<file path="config.mk">
export PLATFORM = sky130hd
export DESIGN_NAME = fetch_unit
export DESIGN_NICKNAME = d
export VERILOG_FILES = /design/src/rtl/cpu_pkg.sv /design/src/rtl/fetch_fifo.sv /design/src/rtl/fetch_unit_chk.sv /design/src/rtl/fetch_unit.sv
export SDC_FILE = /design/constraint.sdc
export NUM_CORES = 1
export LEC_CHECK = 0
export ABC_AREA = 1
export CAP_MARGIN = 40
export CORE_ASPECT_RATIO = 0.5
export CORE_MARGIN = 5
export CORE_UTILIZATION = 45
export CTS_CLUSTER_DIAMETER = 40
export CTS_CLUSTER_SIZE = 8
export DETAILED_ROUTE_END_ITERATION = 8
export DONT_BUFFER_PORTS = 1
export PLACE_DENSITY = 0.59
export SYNTH_ARGS = -nofsm -noshare
export SYNTH_HDL_FRONTEND = slang
export SYNTH_SLANG_ARGS = --single-unit
</file>
<file path="constraint.sdc">
create_clock -name clk -period 6.5 [get_ports clk]
set_input_delay 0.65 -clock clk [delete_from_list [all_inputs] [get_ports clk]]
set_output_delay 0.65 -clock clk [all_outputs]
set_load 0.005 [all_outputs]
</file>
<file path="src/rtl/cpu_pkg.sv">
// Shared CPU definitions: opcode encodings, default datapath widths,
// reset PC and the fetch FSM state encoding.
package cpu_pkg;

  // Default datapath widths for the fetch/decode slice
  localparam int ADDR_W_DEF  = 8;
  localparam int INSTR_W_DEF = 8;

  // PC loaded on reset
  localparam logic [7:0] RESET_PC_DEF = 8'h00;

  // Opcode field occupies instr[INSTR_W-1 -: 2]
  localparam logic [1:0] OP_MOV = 2'b00;
  localparam logic [1:0] OP_SLL = 2'b01;
  localparam logic [1:0] OP_J   = 2'b11;

  // Fetch FSM: FETCH = nothing outstanding, WAIT = one good request
  // outstanding, DRAIN = outstanding request belongs to the wrong path
  typedef enum logic [1:0] {
    ST_FETCH = 2'b00,
    ST_WAIT  = 2'b01,
    ST_DRAIN = 2'b10
  } fetch_state_t;

endpackage

</file>
<file path="src/rtl/fetch_fifo.sv">
// Small fetch buffer: DEPTH entries of WIDTH bits, registered storage,
// combinational head. Flush empties it in one cycle and wins over push/pop.
module fetch_fifo #(
  parameter int DEPTH = 2,
  parameter int WIDTH = 16
) (
  input  logic                       clk,
  input  logic                       reset,
  input  logic                       push,
  input  logic                       pop,
  input  logic                       flush,
  input  logic [WIDTH-1:0]           din,
  output logic [$clog2(DEPTH):0]     count,
  output logic                       full,
  output logic                       empty,
  output logic [WIDTH-1:0]           head
);

  localparam int PTR_W = $clog2(DEPTH);
  localparam int CNT_W = PTR_W + 1;
  localparam logic [PTR_W-1:0] PTR_ONE = PTR_W'(1'b1);
  localparam logic [CNT_W-1:0] CNT_ONE = CNT_W'(1'b1);
  localparam logic [CNT_W-1:0] CNT_MAX = CNT_W'(DEPTH);

  logic [WIDTH-1:0] mem_r [DEPTH];
  logic [PTR_W-1:0] wr_ptr_r;
  logic [PTR_W-1:0] rd_ptr_r;
  logic [CNT_W-1:0] count_r;
  logic             push_ok_s;
  logic             pop_ok_s;

  assign full  = (count_r == CNT_MAX);
  assign empty = (count_r == {CNT_W{1'b0}});
  assign count = count_r;
  assign head  = mem_r[rd_ptr_r];

  // Guard against overflow/underflow so the pointers can never skew
  always_comb begin
    push_ok_s = push && !full;
    pop_ok_s  = pop && !empty;
  end

  // Storage write port
  always_ff @(posedge clk or posedge reset) begin
    if (reset) begin
      for (int i = 0; i < DEPTH; i++) begin
        mem_r[i] <= {WIDTH{1'b0}};
      end
    end else if (push_ok_s && !flush) begin
      mem_r[wr_ptr_r] <= din;
    end
  end

  // Pointer and occupancy bookkeeping; flush discards everything
  always_ff @(posedge clk or posedge reset) begin
    if (reset) begin
      wr_ptr_r <= {PTR_W{1'b0}};
      rd_ptr_r <= {PTR_W{1'b0}};
      count_r  <= {CNT_W{1'b0}};
    end else if (flush) begin
      wr_ptr_r <= {PTR_W{1'b0}};
      rd_ptr_r <= {PTR_W{1'b0}};
      count_r  <= {CNT_W{1'b0}};
    end else begin
      if (push_ok_s) begin
        wr_ptr_r <= wr_ptr_r + PTR_ONE;
      end
      if (pop_ok_s) begin
        rd_ptr_r <= rd_ptr_r + PTR_ONE;
      end
      case ({push_ok_s, pop_ok_s})
        2'b10:   count_r <= count_r + CNT_ONE;
        2'b01:   count_r <= count_r - CNT_ONE;
        default: count_r <= count_r;
      endcase
    end
  end

endmodule

</file>
<file path="src/rtl/fetch_unit_chk.sv">
// Invariant checker for fetch_unit: the buffer is never pushed while full
// (at most one request is ever outstanding) and the FSM never holds an
// unused encoding.
module fetch_unit_chk (
  input logic       clk,
  input logic       reset,
  input logic       push,
  input logic       full,
  input logic [1:0] state
);

  a_no_push_when_full : assert property (@(posedge clk) disable iff (reset)
    !(push && full));

  a_legal_state : assert property (@(posedge clk) disable iff (reset)
    state != 2'b11);

endmodule

</file>
<file path="src/rtl/fetch_unit.sv">
// Instruction fetch stage. Owns the PC, issues single-outstanding word reads
// to a variable-latency instruction memory, buffers responses and hands them
// to decode over valid/ready. A redirect flushes all wrong-path work; a
// request already in flight is drained and its response dropped.
// Optional build macro FETCH_PERF_EN adds saturating stall/flush counters.
module fetch_unit
  import cpu_pkg::*;
#(
  parameter int                ADDR_W   = ADDR_W_DEF,
  parameter int                INSTR_W  = INSTR_W_DEF,
  parameter int                DEPTH    = 2,
  parameter logic [ADDR_W-1:0] RESET_PC = ADDR_W'(RESET_PC_DEF)
) (
  input  logic               clk,
  input  logic               reset,
  output logic               imem_req,
  output logic [ADDR_W-1:0]  imem_addr,
  input  logic               imem_rvalid,
  input  logic [INSTR_W-1:0] imem_rdata,
  output logic               instr_valid,
  input  logic               instr_ready,
  output logic [INSTR_W-1:0] instr,
  output logic [ADDR_W-1:0]  instr_pc,
  input  logic               redirect,
  input  logic [ADDR_W-1:0]  redirect_pc
`ifdef FETCH_PERF_EN
  ,
  output logic [15:0]        perf_stall_cnt,
  output logic [15:0]        perf_flush_cnt
`endif
);

  localparam int ENT_W = INSTR_W + ADDR_W;
  localparam logic [ADDR_W-1:0] PC_ONE = ADDR_W'(1'b1);

  fetch_state_t           state_r;
  fetch_state_t           state_nxt_s;
  logic [ADDR_W-1:0]      pc_r;
  logic [ADDR_W-1:0]      pc_nxt_s;
  logic [ADDR_W-1:0]      issued_pc_r;

  logic                   req_s;
  logic                   push_s;
  logic                   pop_s;
  logic                   fifo_full_s;
  logic                   fifo_empty_s;
  logic [$clog2(DEPTH):0] fifo_count_s;
  logic [ENT_W-1:0]       fifo_head_s;
  logic [ENT_W-1:0]       fifo_din_s;

  // Handshake decode: request, accept of a good response, and head pop.
  // Redirect suppresses all three so nothing wrong-path is issued or kept.
  always_comb begin
    req_s      = !reset && (state_r == ST_FETCH) && !fifo_full_s && !redirect;
    push_s     = (state_r == ST_WAIT) && imem_rvalid && !redirect;
    pop_s      = !fifo_empty_s && instr_ready && !redirect;
    fifo_din_s = {imem_rdata, issued_pc_r};
  end

  // Next-state and next-PC logic
  always_comb begin
    state_nxt_s = state_r;
    pc_nxt_s    = pc_r;
    case (state_r)
      ST_FETCH: begin
        if (redirect) begin
          state_nxt_s = ST_FETCH;
        end else if (req_s) begin
          state_nxt_s = ST_WAIT;
        end else begin
          state_nxt_s = ST_FETCH;
        end
      end
      ST_WAIT: begin
        // A response retires the request whether or not it is kept;
        // a redirect without a response leaves a wrong-path request in flight
        if (imem_rvalid) begin
          state_nxt_s = ST_FETCH;
        end else if (redirect) begin
          state_nxt_s = ST_DRAIN;
        end else begin
          state_nxt_s = ST_WAIT;
        end
      end
      ST_DRAIN: begin
        // The wrong-path response is dropped; a same-cycle redirect only
        // moves the PC since nothing remains outstanding afterwards
        if (imem_rvalid) begin
          state_nxt_s = ST_FETCH;
        end else begin
          state_nxt_s = ST_DRAIN;
        end
      end
      default: begin
        state_nxt_s = ST_FETCH;
      end
    endcase

    if (redirect) begin
      pc_nxt_s = redirect_pc;
    end else if (req_s) begin
      pc_nxt_s = pc_r + PC_ONE;
    end else begin
      pc_nxt_s = pc_r;
    end
  end

  // FSM state and PC registers
  always_ff @(posedge clk or posedge reset) begin
    if (reset) begin
      state_r <= ST_FETCH;
      pc_r    <= RESET_PC;
    end else begin
      state_r <= state_nxt_s;
      pc_r    <= pc_nxt_s;
    end
  end

  // Remember the PC of the outstanding request to tag its response
  always_ff @(posedge clk or posedge reset) begin
    if (reset) begin
      issued_pc_r <= RESET_PC;
    end else if (req_s) begin
      issued_pc_r <= pc_r;
    end
  end

  fetch_fifo #(
    .DEPTH (DEPTH),
    .WIDTH (ENT_W)
  ) u_fifo (
    .clk   (clk),
    .reset (reset),
    .push  (push_s),
    .pop   (pop_s),
    .flush (redirect),
    .din   (fifo_din_s),
    .count (fifo_count_s),
    .full  (fifo_full_s),
    .empty (fifo_empty_s),
    .head  (fifo_head_s)
  );

  fetch_unit_chk u_chk (
    .clk   (clk),
    .reset (reset),
    .push  (push_s),
    .full  (fifo_full_s),
    .state (state_r)
  );

  // Output mapping; head fields read as zero while the buffer is empty
  always_comb begin
    imem_req    = req_s;
    imem_addr   = pc_r;
    instr_valid = !fifo_empty_s;
    if (!fifo_empty_s) begin
      instr    = fifo_head_s[ADDR_W +: INSTR_W];
      instr_pc = fifo_head_s[ADDR_W-1:0];
    end else begin
      instr    = {INSTR_W{1'b0}};
      instr_pc = {ADDR_W{1'b0}};
    end
  end

`ifdef FETCH_PERF_EN
  logic [15:0] perf_stall_r;
  logic [15:0] perf_flush_r;

  // Saturating counters: decode back-pressure cycles and redirect cycles
  always_ff @(posedge clk or posedge reset) begin
    if (reset) begin
      perf_stall_r <= 16'h0000;
      perf_flush_r <= 16'h0000;
    end else begin
      if (!fifo_empty_s && !instr_ready && (perf_stall_r != 16'hFFFF)) begin
        perf_stall_r <= perf_stall_r + 16'h0001;
      end
      if (redirect && (perf_flush_r != 16'hFFFF)) begin
        perf_flush_r <= perf_flush_r + 16'h0001;
      end
    end
  end

  assign perf_stall_cnt = perf_stall_r;
  assign perf_flush_cnt = perf_flush_r;
`endif

endmodule

</file>
## Yosys cells after proc, flatten, opt, wreduce, memory -nomap -nowiden

Cells that the tools add are included.

- Bitwise gates (word level): 2
- Equality and inequality tests: 5
- $add $sub $neg: 5
- $lt $le $gt $ge: 3
- Multiplexer cells: 22
- Reduce and logical (&&, ||, !) cells: 21

Operator list:

| cell | number |
|---|---|
| 16-bit 2-to-1 mux | 4 |
| 32-bit bitwise mux | 1 |
| 8-bit 2-to-1 mux | 4 |
| 16-bit demux with 1-bit select | 1 |
| 1-bit logical AND | 11 |
| 8-bit by 1-bit adder with 8-bit output (second input constant) | 1 |
| 2-bit 2-to-1 mux | 4 |
| 2-bit equality test (second input constant) | 3 |
| 1-bit 2-to-1 mux | 6 |
| 2-bit case mux with 3 select lines | 1 |
| 2-bit nonzero test | 3 |
| 2-bit by 1-bit equality test with 1-bit output (second input constant) | 2 |
| 2-bit greater-or-equal comparator (second input constant) | 2 |
| 1-bit logical NOT | 4 |
| 2-bit logical NOT | 2 |
| 1-bit inverter with 2-bit output | 2 |
| 2-bit case mux with 2 select lines | 1 |
| 3-bit nonzero test | 1 |
| 1-bit adder (second input constant) | 2 |
| 2-bit by 1-bit adder with 2-bit output (second input constant) | 1 |
| 2-bit by 1-bit < comparator with 1-bit output (second input constant) | 1 |
| 2-bit by 1-bit subtractor with 2-bit output (second input constant) | 1 |

- Output and inout bits: 26
- Bits in registers: 54
- Input bits: 21
- Logic and storage cells: 66

## Longest topological paths before layout

Gate-level depths: netlist (run 1).

- Depth in word-level cells: 8
- Gate-level depth with buffers: 8
- Gate-level depth less buffers: 8

## Modules after synthesis

Synthesis (run 1) repeated with hierarchy kept, for this count alone.

- Cell total of the unflattened synthesis: 367
- Area total of the unflattened synthesis: 2821.5 um2

Modules (own cells, without submodules):

| module | seq. area each (um2) | cells each | area an instance (um2) | times used |
|---|---|---|---|---|
| fetch_fifo | 900.9 | 207 | 1722.9 | 1 |
| fetch_unit | 450.4 | 160 | 1098.6 | 1 |

## Least setup slack after synthesis (run 1)

Ideal clock, no wire load.

- Path kind: input -> output
- Start point: input reset
- End point: output imem_req
- Buffers on the path: 1
- Stages: 4
- Data required time: 5.850 ns
- Data arrival time: 2.423 ns
- Setup slack: 3.427 ns
- Cells stage by stage: inv_1 -> nand3_1 -> nor2_1 -> buf_2

- Longest elaborated chain between the ends: 4

Ends and longest elaborated chain:

| item | line | source |
|---|---|---|
| from (decl) | fetch_unit.sv:15 | `input logic reset,` |
| 1-bit logical NOT (no line) | n/a |  |
| 1-bit logical AND (3 in series) | fetch_unit.sv:54 | `req_s = !reset && (state_r == ST_FETCH) && !fifo_full_s && !redirect;` |
| to (decl) | fetch_unit.sv:16 | `output logic imem_req,` |

Every way passes these cells.

## Worst setup path after layout (run 1)

Same ends and word-level chain as after synthesis.

==> results of run 1 <==
-- power breakdown --
| part | internal [mW] | total [mW] | switching (mW) |
|---|---|---|---|
| Clock | 0.180 | 0.297 | 0.117 |
| Combinational | 0.110 | 0.300 | 0.191 |
| Sequential | 0.443 | 0.529 | 0.0855 |
| Total | 0.733 | 1.13 | 0.393 |
-- worst max-delay path, cell delays in order --
cell and delay, ns:
inv_2 0.02, buf_4 0.54, nand3_1 0.22, nor2_1 0.59
-- per-layer routing --
metal	vias to the layer above	wire length [um]
met3	8	389
li1	1025	-
met4	0	56
met5	-	0
met1	942	2770
met2	48	2370
-- cell usage in the layout (no fill, tap or decap), drive strengths merged --
cell type,instances
nand2,111
o21ai,44
nor2,12
nor4,1
o211ai,3
or2,2
nand4,4
bufinv,1
xnor2,1
inv,36
dfrtp,54
nand3b,1
buf,4
clkinv,3
nand3,19
ha,1
a21oi,17
clkbuf,5
o21a,1
-- registers in the layout (all words and copies together), names as in the netlist --
register,flops
u_fifo.count,2
issued_pc_r,8
u_fifo.wr_ptr_r,1
imem_addr,8
state_r,2
u_fifo.rd_ptr_r,1
u_fifo.mem_r,32
-- worst paths after layout --
path | to | slack, ns | cells after the start
setup reg to reg | u_fifo.rd_ptr_r$_DFFE_PP0P_ | 4.57 | 3
min in group asynchronous | u_fifo.mem_r[4]$_DFFE_PP0P_ | 0.43 | 2
setup / recovery | imem_req | 3.79 | 4
hold / removal | state_r[1]$_DFF_PP0_ | 0.42 | 1
max in group asynchronous | imem_addr[5]$_DFFE_PP0P_ | 5.60 | 2
hold reg to reg | u_fifo.mem_r[28]$_DFFE_PP0P_ | 0.48 | 2
-- through the flow --
| step | cell area [sq um] | hold WS, ns | total power, mW |
|---|---|---|---|
| finish | 2830 | 0.422 | 1.13 |
| global route | 2830 | 0.414 | 1.22 |
| CTS | 2830 | 0.419 | 1.14 |
| detailed placement | 2660 | 0.469 | 0.841 |
| global placement | 2650 | 0.464 | 0.827 |
| floorplan | 2640 | 0.453 | 0.764 |
-- logic make-up after synthesis --
logic type                 synth area share (%)
xor gates and xnor gates                  0.331
buffers and inverters                      9.47
AOI/OAI and AO/OA                          15.0
DFF                                        51.1
adders and majority gates                 0.473
and+or+nand+nor                            23.7
-- cell type report --
class,count,area [sq um],share of cell area [%]
Timing Repair Buffer,4,37.5,1.33
Tap cell,73,91.3,3.23
Sequential cell,54,1350,47.8
Clock buffer,5,125,4.43
Clock inverter,3,40.0,1.42
Inverter,37,139,4.91
Multi-Input combinational cell,217,1040,36.9
==> flow_summary_export.csv, run 1 <==
group,metric,value,unit
status,status,"complete, no violations",
cells_and_area,nets,341,
worst_setup_path,path_max_fanout,56,
cells_and_area,drive_gt1_share,11.6,%
floorplanning,die_h,64.2,um
placement,place_hpwl,3790,um
clock_network,cts_buffer_depth,2,
clock_network,cts_buffers,5,
yosys,avgSynthCellArea,8.19,sq um
detailed_routing,num_vias,2023,
global_routing,grt_use_met3,5.29,%
yosys,yosysMostFrequentCell,"nand2_1",
yosys,synth.area.top_cells,"dfrtp_1 (51%), nand2_1 (15%), o21ai_0 (5.3%), o21ai_2 (5.3%), inv_1 (5.0%)",
min_path,holdCritPathClass,"in -> reg",
sta,rsz0062_at_grt,"false",
detailed_routing,drc_errors,0,
floorplanning,core_area,5590,sq um
yosys,synthFlopType,"dfrtp_1",
detailed_routing,vias_per_cell,5.15,
yosys,synth_cell_type_count,27,
sta,post-route-period-util,41.7,%
placement,gp_congestion,0.803,
detailed_routing,routed_wl,5580,um
yosys,syn_inst,323,
floorplanning,dieArea,7600,sq um
cells_and_area,stdcell_count,393,
sta,setup_violations,0,
yosys,yosysWarnings,0,
detailed_routing,dr.pass1.iters,4,
clock_network,ctsHoldBuffers,0,
global_routing,grt_pass1_vias,1896,
floorplanning,die_w,118,um
global_routing,busiest_layer,"met2",
run,maxCapViolations,0,
sta,finalHoldViolations,0,
yosys,synth_top_area_cell,"dfrtp_1",
yosys,syn_area,2640,sq um
yosys,synth_common_cells,"nand2_1 (107), dfrtp_1 (54), inv_1 (35)",
cells_and_area,n_fill_cell,563,
worst_setup_path,timing.critical_path.from,"reset",
power,powerDensity,399,nW/um^2
placement,dp_slack,3.75,ns
detailed_routing,avgRoutedWirePerCell,14.2,um
floorplanning,initial_core_util,47.3,%
global_routing,grt_max_degree,57,
power,vdd_ir_drop_max,147,uV
clock_network,post-cts-setup-buffer-count,0,
sta,drv_slew,0,
placement,dp.cells,385,
yosys,synth-seq-cells,54,
floorplanning,rows,19,
sta,worst_slew_pin_slew,0.715,ns
clock_network,clock_sinks,54,
cells_and_area,final_util,50.6,%
global_routing,met2_usage,23.3,%
placement,io_buffers,0,
clock_network,cts_tree,"built",
yosys,synth_fp_nets,345,
sta,fmax,369,MHz
global_routing,grt_antenna_before_repair,0,
min_path,worstHoldStart,"imem_rvalid",
global_routing,grt-ovfl-total,0,
sta,setup-tns-final,0,ns
yosys,seq_area_frac_synth,51.1,%
clock_network,cts_root_buf,"clkbuf_16",
worst_setup_path,r2r-start,"u_fifo.rd_ptr_r$_DFFE_PP0P_",
clock_network,clk_pin_slew_worst_paths,0.07,ns
global_routing,track_usage,15.5,%
sta,fin_crit,2.71,ns
cells_and_area,antenna_cells,0,
floorplanning,ios,47,
sta,fin_ws,3.79,ns
yosys,synth_edf_count,0,
global_routing,grt_pass1_wl,9580,um
yosys,synthArstFlopShare,100,%
clock_network,cts_resized,0,
clock_network,htree_levels,2,
detailed_routing,ant_nets,0,
sta,fin_worst_skew,0.00289,ns
worst_setup_path,start_kind,"primary input",
global_routing,use_met1,21.6,%
sta,slew_headroom,52.1,%
clock_network,insertion_delay,0.29,ns
worst_setup_path,worstPathArrival,2.06,ns
worst_setup_path,end_kind,"primary output",
worst_setup_path,critical_path_required,5.85,ns
yosys,yosysTopAreaCellShare,51.1,%
detailed_routing,drt_iter0_markers,109,
cells_and_area,syn_to_final_growth,6.91,%
power,p_leak,1.38,nW
worst_setup_path,crit_type,"in -> out",
No activity file was read; power rests on OpenSTA's default activity.
==> inputs of run 2 (changes only) <==
--- a/config.mk
+++ b/config.mk
@@ -14,7 +14,7 @@
 export CTS_CLUSTER_SIZE = 8
 export DETAILED_ROUTE_END_ITERATION = 8
 export DONT_BUFFER_PORTS = 1
-export PLACE_DENSITY = 0.59
+export PLACE_DENSITY = 0.61
 export SYNTH_ARGS = -nofsm -noshare
 export SYNTH_HDL_FRONTEND = slang
 export SYNTH_SLANG_ARGS = --single-unit
==> constraint.sdc (replaced) <==
create_clock -name clk -period 2.3 [get_ports clk]
set_input_delay 0.23 -clock clk [delete_from_list [all_inputs] [get_ports clk]]
set_output_delay 0.23 -clock clk [all_outputs]
set_load 0.005 [all_outputs]
==> run 2 against run 1 <==
Die area is the same. Global-route usage increased by 0.97 points. Critical path depth decreased by 1. Utilization grew 1.1 points. Cell area grew 2.2%. Largest cell class unchanged.
==> flow_summary_export.csv, run 2 (synthesis results as in run 1) <==
group,metric,value,unit
status,status,"complete, no violations",
placement,place_hpwl,4000,um
clock_network,clk_pin_slew_worst_paths,0.07,ns
sta,fin_worst_skew,0.00508,ns
floorplanning,die_w,118,um
floorplanning,die_h,64.2,um
sta,fmax,569,MHz
placement,dp_slack,0.833,ns
worst_setup_path,worstPathArrival,1.53,ns
cells_and_area,syn_to_final_growth,9.23,%
floorplanning,core_area,5590,sq um
detailed_routing,vias_per_cell,5.17,
worst_setup_path,path_max_fanout,9,
sta,setup-tns-final,0,ns
sta,worst_slew_pin_slew,0.643,ns
worst_setup_path,start_kind,"flop",
sta,drv_slew,0,
cells_and_area,nets,345,
sta,slew_headroom,57.1,%
power,p_leak,1.40,nW
cells_and_area,antenna_cells,0,
power,power,3.36,mW
floorplanning,rows,19,
sta,rsz0062_at_grt,"false",
cells_and_area,final_cell_mix,"nand2_1 (107), dfrtp_1 (54), inv_1 (34)",
cells_and_area,top_register,"u_fifo.mem_r",
placement,placed_area,2670,sq um
detailed_routing,ant_nets,0,
sta,post-route-period-util,76.4,%
power,powerDensity,1160,nW/um^2
clock_network,cts_tree,"built",
global_routing,grt-ovfl-total,0,
placement,io_buffers,0,
detailed_routing,routed_wl,5790,um
power,vdd_ir_drop_max,616,uV
clock_network,htree_levels,2,
clock_network,cts_buffer_depth,2,
detailed_routing,num_vias,2051,
floorplanning,ios,47,
worst_setup_path,cp_cell_sequence,"nor2_1 -> buf_4 -> a21oi_1",
global_routing,grt_antenna_before_repair,0,
worst_setup_path,slowest_delay,0.46,ns
cells_and_area,layout_commonest_cell,"nand2_1",
cells_and_area,drive_gt1_share,12.0,%
global_routing,grt_pass1_vias,2010,
clock_network,clock_sinks,54,
clock_network,insertion_delay,0.29,ns
cells_and_area,largest_register_ffs,32,
worst_setup_path,end_kind,"primary output",
global_routing,grt_pass1_wl,9940,um
floorplanning,initial_core_util,47.3,%
global_routing,track_usage,16.5,%
clock_network,cts_resized,0,
sta,fin_ws,0.544,ns
cells_and_area,design_area,2890,sq um
detailed_routing,drc_errors,0,
cells_and_area,n_fill_cell,556,
placement,gp_congestion,0.825,
sta,fin_crit,1.76,ns
worst_setup_path,slowest_stage,"nor2_1",
sta,finalHoldViolations,0,
global_routing,grt_max_degree,52,
run,maxCapViolations,0,
floorplanning,dieArea,7600,sq um
detailed_routing,drt_iter0_markers,134,
clock_network,cts_buffers,5,
sta,setup_violations,0,
worst_setup_path,crit_type,"reg -> out",
min_path,holdCritPathClass,"in -> reg",
detailed_routing,avgRoutedWirePerCell,14.6,um
detailed_routing,dr.pass1.iters,4,
worst_setup_path,critical_path_required,2.07,ns
clock_network,cts_root_buf,"clkbuf_16",
## run 2: changes by cell type in the layout (fill, tap and decap cells not counted), sizes merged
cell / previous run / this run
clkbuf: 5 / 6
clkinv: 3 / 1
bufinv: 1 / 2
dlygate4sd3: 0 / 2
buf: 4 / 6
## run 2: worst paths after layout
check	end	depth (start not counted)	start	slack, ns
worst max-delay path	instr[1]	3	u_fifo.count[1]$_DFFE_PP0P_	0.54
worst min-delay path	state_r[0]$_DFF_PP0_	1	imem_rvalid	0.06
worst max register to register	u_fifo.mem_r[25]$_DFFE_PP0P_	6	state_r[1]$_DFF_PP0_	0.82
worst min register to register	u_fifo.mem_r[30]$_DFFE_PP0P_	2	u_fifo.mem_r[30]$_DFFE_PP0P_	0.48
max in group asynchronous	u_fifo.mem_r[26]$_DFFE_PP0P_	3	reset	1.17
min in group asynchronous	u_fifo.count[0]$_DFFE_PP0P_	2	reset	0.28
## run 2: cell type report
type / instances / area, sq um / area share (%)
Tap cell: 73 / 91.3 / 3.16
Clock buffer: 6 / 139 / 4.81
Inverter: 37 / 139 / 4.81
Sequential cell: 54 / 1350 / 46.8
Multi-Input combinational cell: 217 / 1040 / 36.1
Clock inverter: 2 / 60.1 / 2.08
Timing Repair Buffer: 8 / 65.1 / 2.25
## run 2: report_power, final
group	switching (mW)	internal (mW)	total, mW	leakage [nW]
Combinational	0.575	0.320	0.895	0.605
Clock	0.338	0.654	0.991	0.0971
Sequential	0.218	1.25	1.47	0.702
## run 2: metal layers
metal	track usage, %	part of all wire [%]
met5	0	0
met4	6.22	1.2
met3	6.34	7.7
met2	26.0	45
met1	20.9	46
## run 2: per-stage QoR
step           hold slack (ns)  utilization [%]  cells
2_1_floorplan            0.299                -    323
3_3_place_gp           0.00803             47.8    387
3_5_place_dp           0.00928             47.8    387
4_1_cts                 0.0528             51.7    397
5_1_grt                 0.0522             51.7    397
6_report                0.0566             51.7    397
## run 2: worst max-delay path: cells and delay by family (launching register included)
family,cells,cell delay (ns)
flops,1,0.42
buf+inv,1,0.27
compound gates,1,0.07
simple gates,1,0.46
## run 2: timing repair
action / 4_1_cts / 5_1_grt
endpoints found under the hold margin: 4 / 0
buffers inserted: 0 / 0
hold buffers: 2 / 0
==> inputs of run 3 (changes only) <==
--- a/config.mk
+++ b/config.mk
@@ -14,7 +14,7 @@
 export CTS_CLUSTER_SIZE = 8
 export DETAILED_ROUTE_END_ITERATION = 8
 export DONT_BUFFER_PORTS = 1
-export PLACE_DENSITY = 0.61
+export PLACE_DENSITY = 0.59
 export SYNTH_ARGS = -nofsm -noshare
 export SYNTH_HDL_FRONTEND = slang
 export SYNTH_SLANG_ARGS = --single-unit
==> constraint.sdc (replaced) <==
create_clock -name clk -period 1.8 [get_ports clk]
set_input_delay 0.18 -clock clk [delete_from_list [all_inputs] [get_ports clk]]
set_output_delay 0.18 -clock clk [all_outputs]
set_load 0.005 [all_outputs]
==> run 3 against run 2 <==
Die area unchanged. Combinational power is 31% higher. Final cell count is 2.5% higher. Clock power increased by 8%. Worst hold slack lost 0.036 ns. Count of clock-buffer cells in the layout is the same. Global-route usage is 0.24 points lower. Non-clock buffer count increased by 10. Sequential share of layout area is 1.1 points lower. Cell area is 2.3% higher.
==> flow_summary_export.csv, run 3 (synthesis results as in run 1) <==
group,metric,value,unit
status,status,"complete, no violations",
global_routing,track_usage,16.3,%
sta,fin_crit,1.62,ns
worst_setup_path,slowest_delay,0.58,ns
placement,placed_area,2730,sq um
worst_setup_path,end_kind,"primary output",
worst_setup_path,r2r-start,"state_r[1]$_DFF_PP0_",
global_routing,grt_antenna_before_repair,0,
placement,dp_slack,0.404,ns
floorplanning,initial_core_util,47.3,%
sta,worst_slew_pin_slew,0.531,ns
clock_network,htree_levels,2,
power,vdd_ir_drop_max,612,uV
worst_setup_path,slowest_stage,"dlygate4sd3_1",
sta,fmax,618,MHz
global_routing,grt_max_degree,36,
placement,place_hpwl,4010,um
min_path,holdCritPathClass,"in -> reg",
detailed_routing,vias_per_cell,5.14,
sta,setup_violations,0,
worst_setup_path,reg2reg_depth,6,
global_routing,grt_pass1_wl,10000,um
cells_and_area,n_fill_cell,523,
clock_network,insertion_delay,0.29,ns
cells_and_area,final_cell_mix,"nand2_1 (107), dfrtp_1 (54), inv_1 (34)",
worst_setup_path,critPathBufInv,4,
worst_setup_path,r2r_end,"u_fifo.mem_r[27]$_DFFE_PP0P_",
sta,rsz0062_at_grt,"false",
power,power,4.12,mW
cells_and_area,stdcell_count,407,
worst_setup_path,path_delay_family,"buffers and inverters",
clock_network,clock_sinks,54,
cells_and_area,drive_gt1_share,15.0,%
cells_and_area,multiInputGateArea,1050,sq um
placement,gp_congestion,0.806,
clock_network,cts_buffers,5,
global_routing,grt_pass1_vias,2056,
sta,fin_ws,0.181,ns
cells_and_area,syn_to_final_growth,11.7,%
sta,post-route-period-util,90.0,%
detailed_routing,drc_errors,0,
cells_and_area,design_area,2950,sq um
cells_and_area,nets,355,
worst_setup_path,crit_type,"in -> out",
floorplanning,rows,19,
cells_and_area,top_register,"u_fifo.mem_r",
detailed_routing,avgRoutedWirePerCell,14.2,um
worst_setup_path,start_kind,"primary input",
sta,slew_headroom,64.4,%
placement,io_buffers,0,
min_path,hold_depth,2,
sta,drv_slew,0,
clock_network,clk_pin_slew_worst_paths,0.06,ns
run,maxCapViolations,0,
clock_network,cts_tree,"built",
detailed_routing,drt_iter0_markers,165,
worst_setup_path,timing.critical_path.mode_cell,"buf_4",
global_routing,grt-ovfl-total,0,
floorplanning,core_area,5590,sq um
detailed_routing,num_vias,2090,
clock_network,cts_root_buf,"clkbuf_16",
sta,finalHoldViolations,0,
detailed_routing,ant_nets,0,
floorplanning,dieArea,7600,sq um
cells_and_area,antenna_cells,0,
sta,fin_worst_skew,0.00464,ns
min_path,worstHoldStart,"redirect_pc[3]",
cells_and_area,regArea,1350,sq um
worst_setup_path,worstPathArrival,1.44,ns
cells_and_area,largest_register_ffs,32,
floorplanning,die_h,64.2,um
detailed_routing,routed_wl,5760,um
power,powerDensity,1400,nW/um^2
placement,dp.cells,392,
worst_setup_path,path_max_fanout,7,
cells_and_area,layout_commonest_cell,"nand2_1",
sta,setup-tns-final,0,ns
min_path,hold_end,"imem_addr[3]$_DFFE_PP0P_",
floorplanning,ios,47,
power,p_leak,1.44,nW
worst_setup_path,r2r_slack,0.37,ns
worst_setup_path,cp_cell_sequence,"dlygate4sd3_1 -> clkinvlp_4 -> nand3_2 -> nor2_1 -> buf_4 -> buf_4",
floorplanning,die_w,118,um
clock_network,cts_buffer_depth,2,
detailed_routing,dr.pass1.iters,4,
worst_setup_path,critical_path_required,1.62,ns
## run 3: timing repair
item                                    in CTS  in global routing
setup buffers                                0                  5
hold endpoints to repair                    21                  0
endpoints found under the setup margin       0                  1
gates resized for setup                      0                  1
hold buffers                                 2                  0
## run 3: worst max path at each step
stage / start / endpoint / slack (ns) / cells after the start
after floorplan: reset / imem_addr[2]$_DFFE_PP0P_ / 0.01 / 4
after global placement: state_r[1]$_DFF_PP0_ / issued_pc_r[0]$_DFFE_PP0P_ / 0.46 / 6
after detailed placement: state_r[1]$_DFF_PP0_ / u_fifo.mem_r[27]$_DFFE_PP0P_ / 0.40 / 6
after CTS: reset / imem_req / 0.03 / 6
after global routing: state_r[1]$_DFF_PP0_ / imem_req / 0.06 / 5
final: reset / imem_req / 0.18 / 6
## run 3: power breakdown
part           switching, mW  internal [mW]  leakage (nW)
Sequential             0.287           1.60         0.702
Combinational          0.727          0.438         0.659
Clock                  0.413          0.657        0.0771
Total                   1.43           2.70          1.44
## run 3: final cells by class
type	count	share of cell area (%)
Clock buffer	6	4.36
Multi-Input combinational cell	217	35.5
Sequential cell	54	45.7
Timing Repair Buffer	18	5.17
Clock inverter	2	1.27
Inverter	37	4.83
Tap cell	73	3.09
## run 3: worst reg2reg max path, delay by kind of cell, from the launching register on
kind	cells	cell delay [ns]
flops	1	0.42
compound gates	1	0.05
simple gates	4	0.65
buf+inv	1	0.19
## run 3: through the flow
step	hold WS [ns]	util, %
after floorplan	0.249	-
after global placement	0.00857	48.8
after detailed placement	0.0175	48.8
after CTS	0.0133	52.2
after global routing	0.0110	52.9
final	0.0211	52.9
## run 3: metal layers
metal | vias to the layer above | track usage [%] | wire length (um)
met2 | 58 | 25.3 | 2540
met1 | 978 | 21.3 | 2780
met5 | - | 0 | 0
li1 | 1049 | - | -
met4 | 0 | 4.67 | 46
met3 | 5 | 6.43 | 397
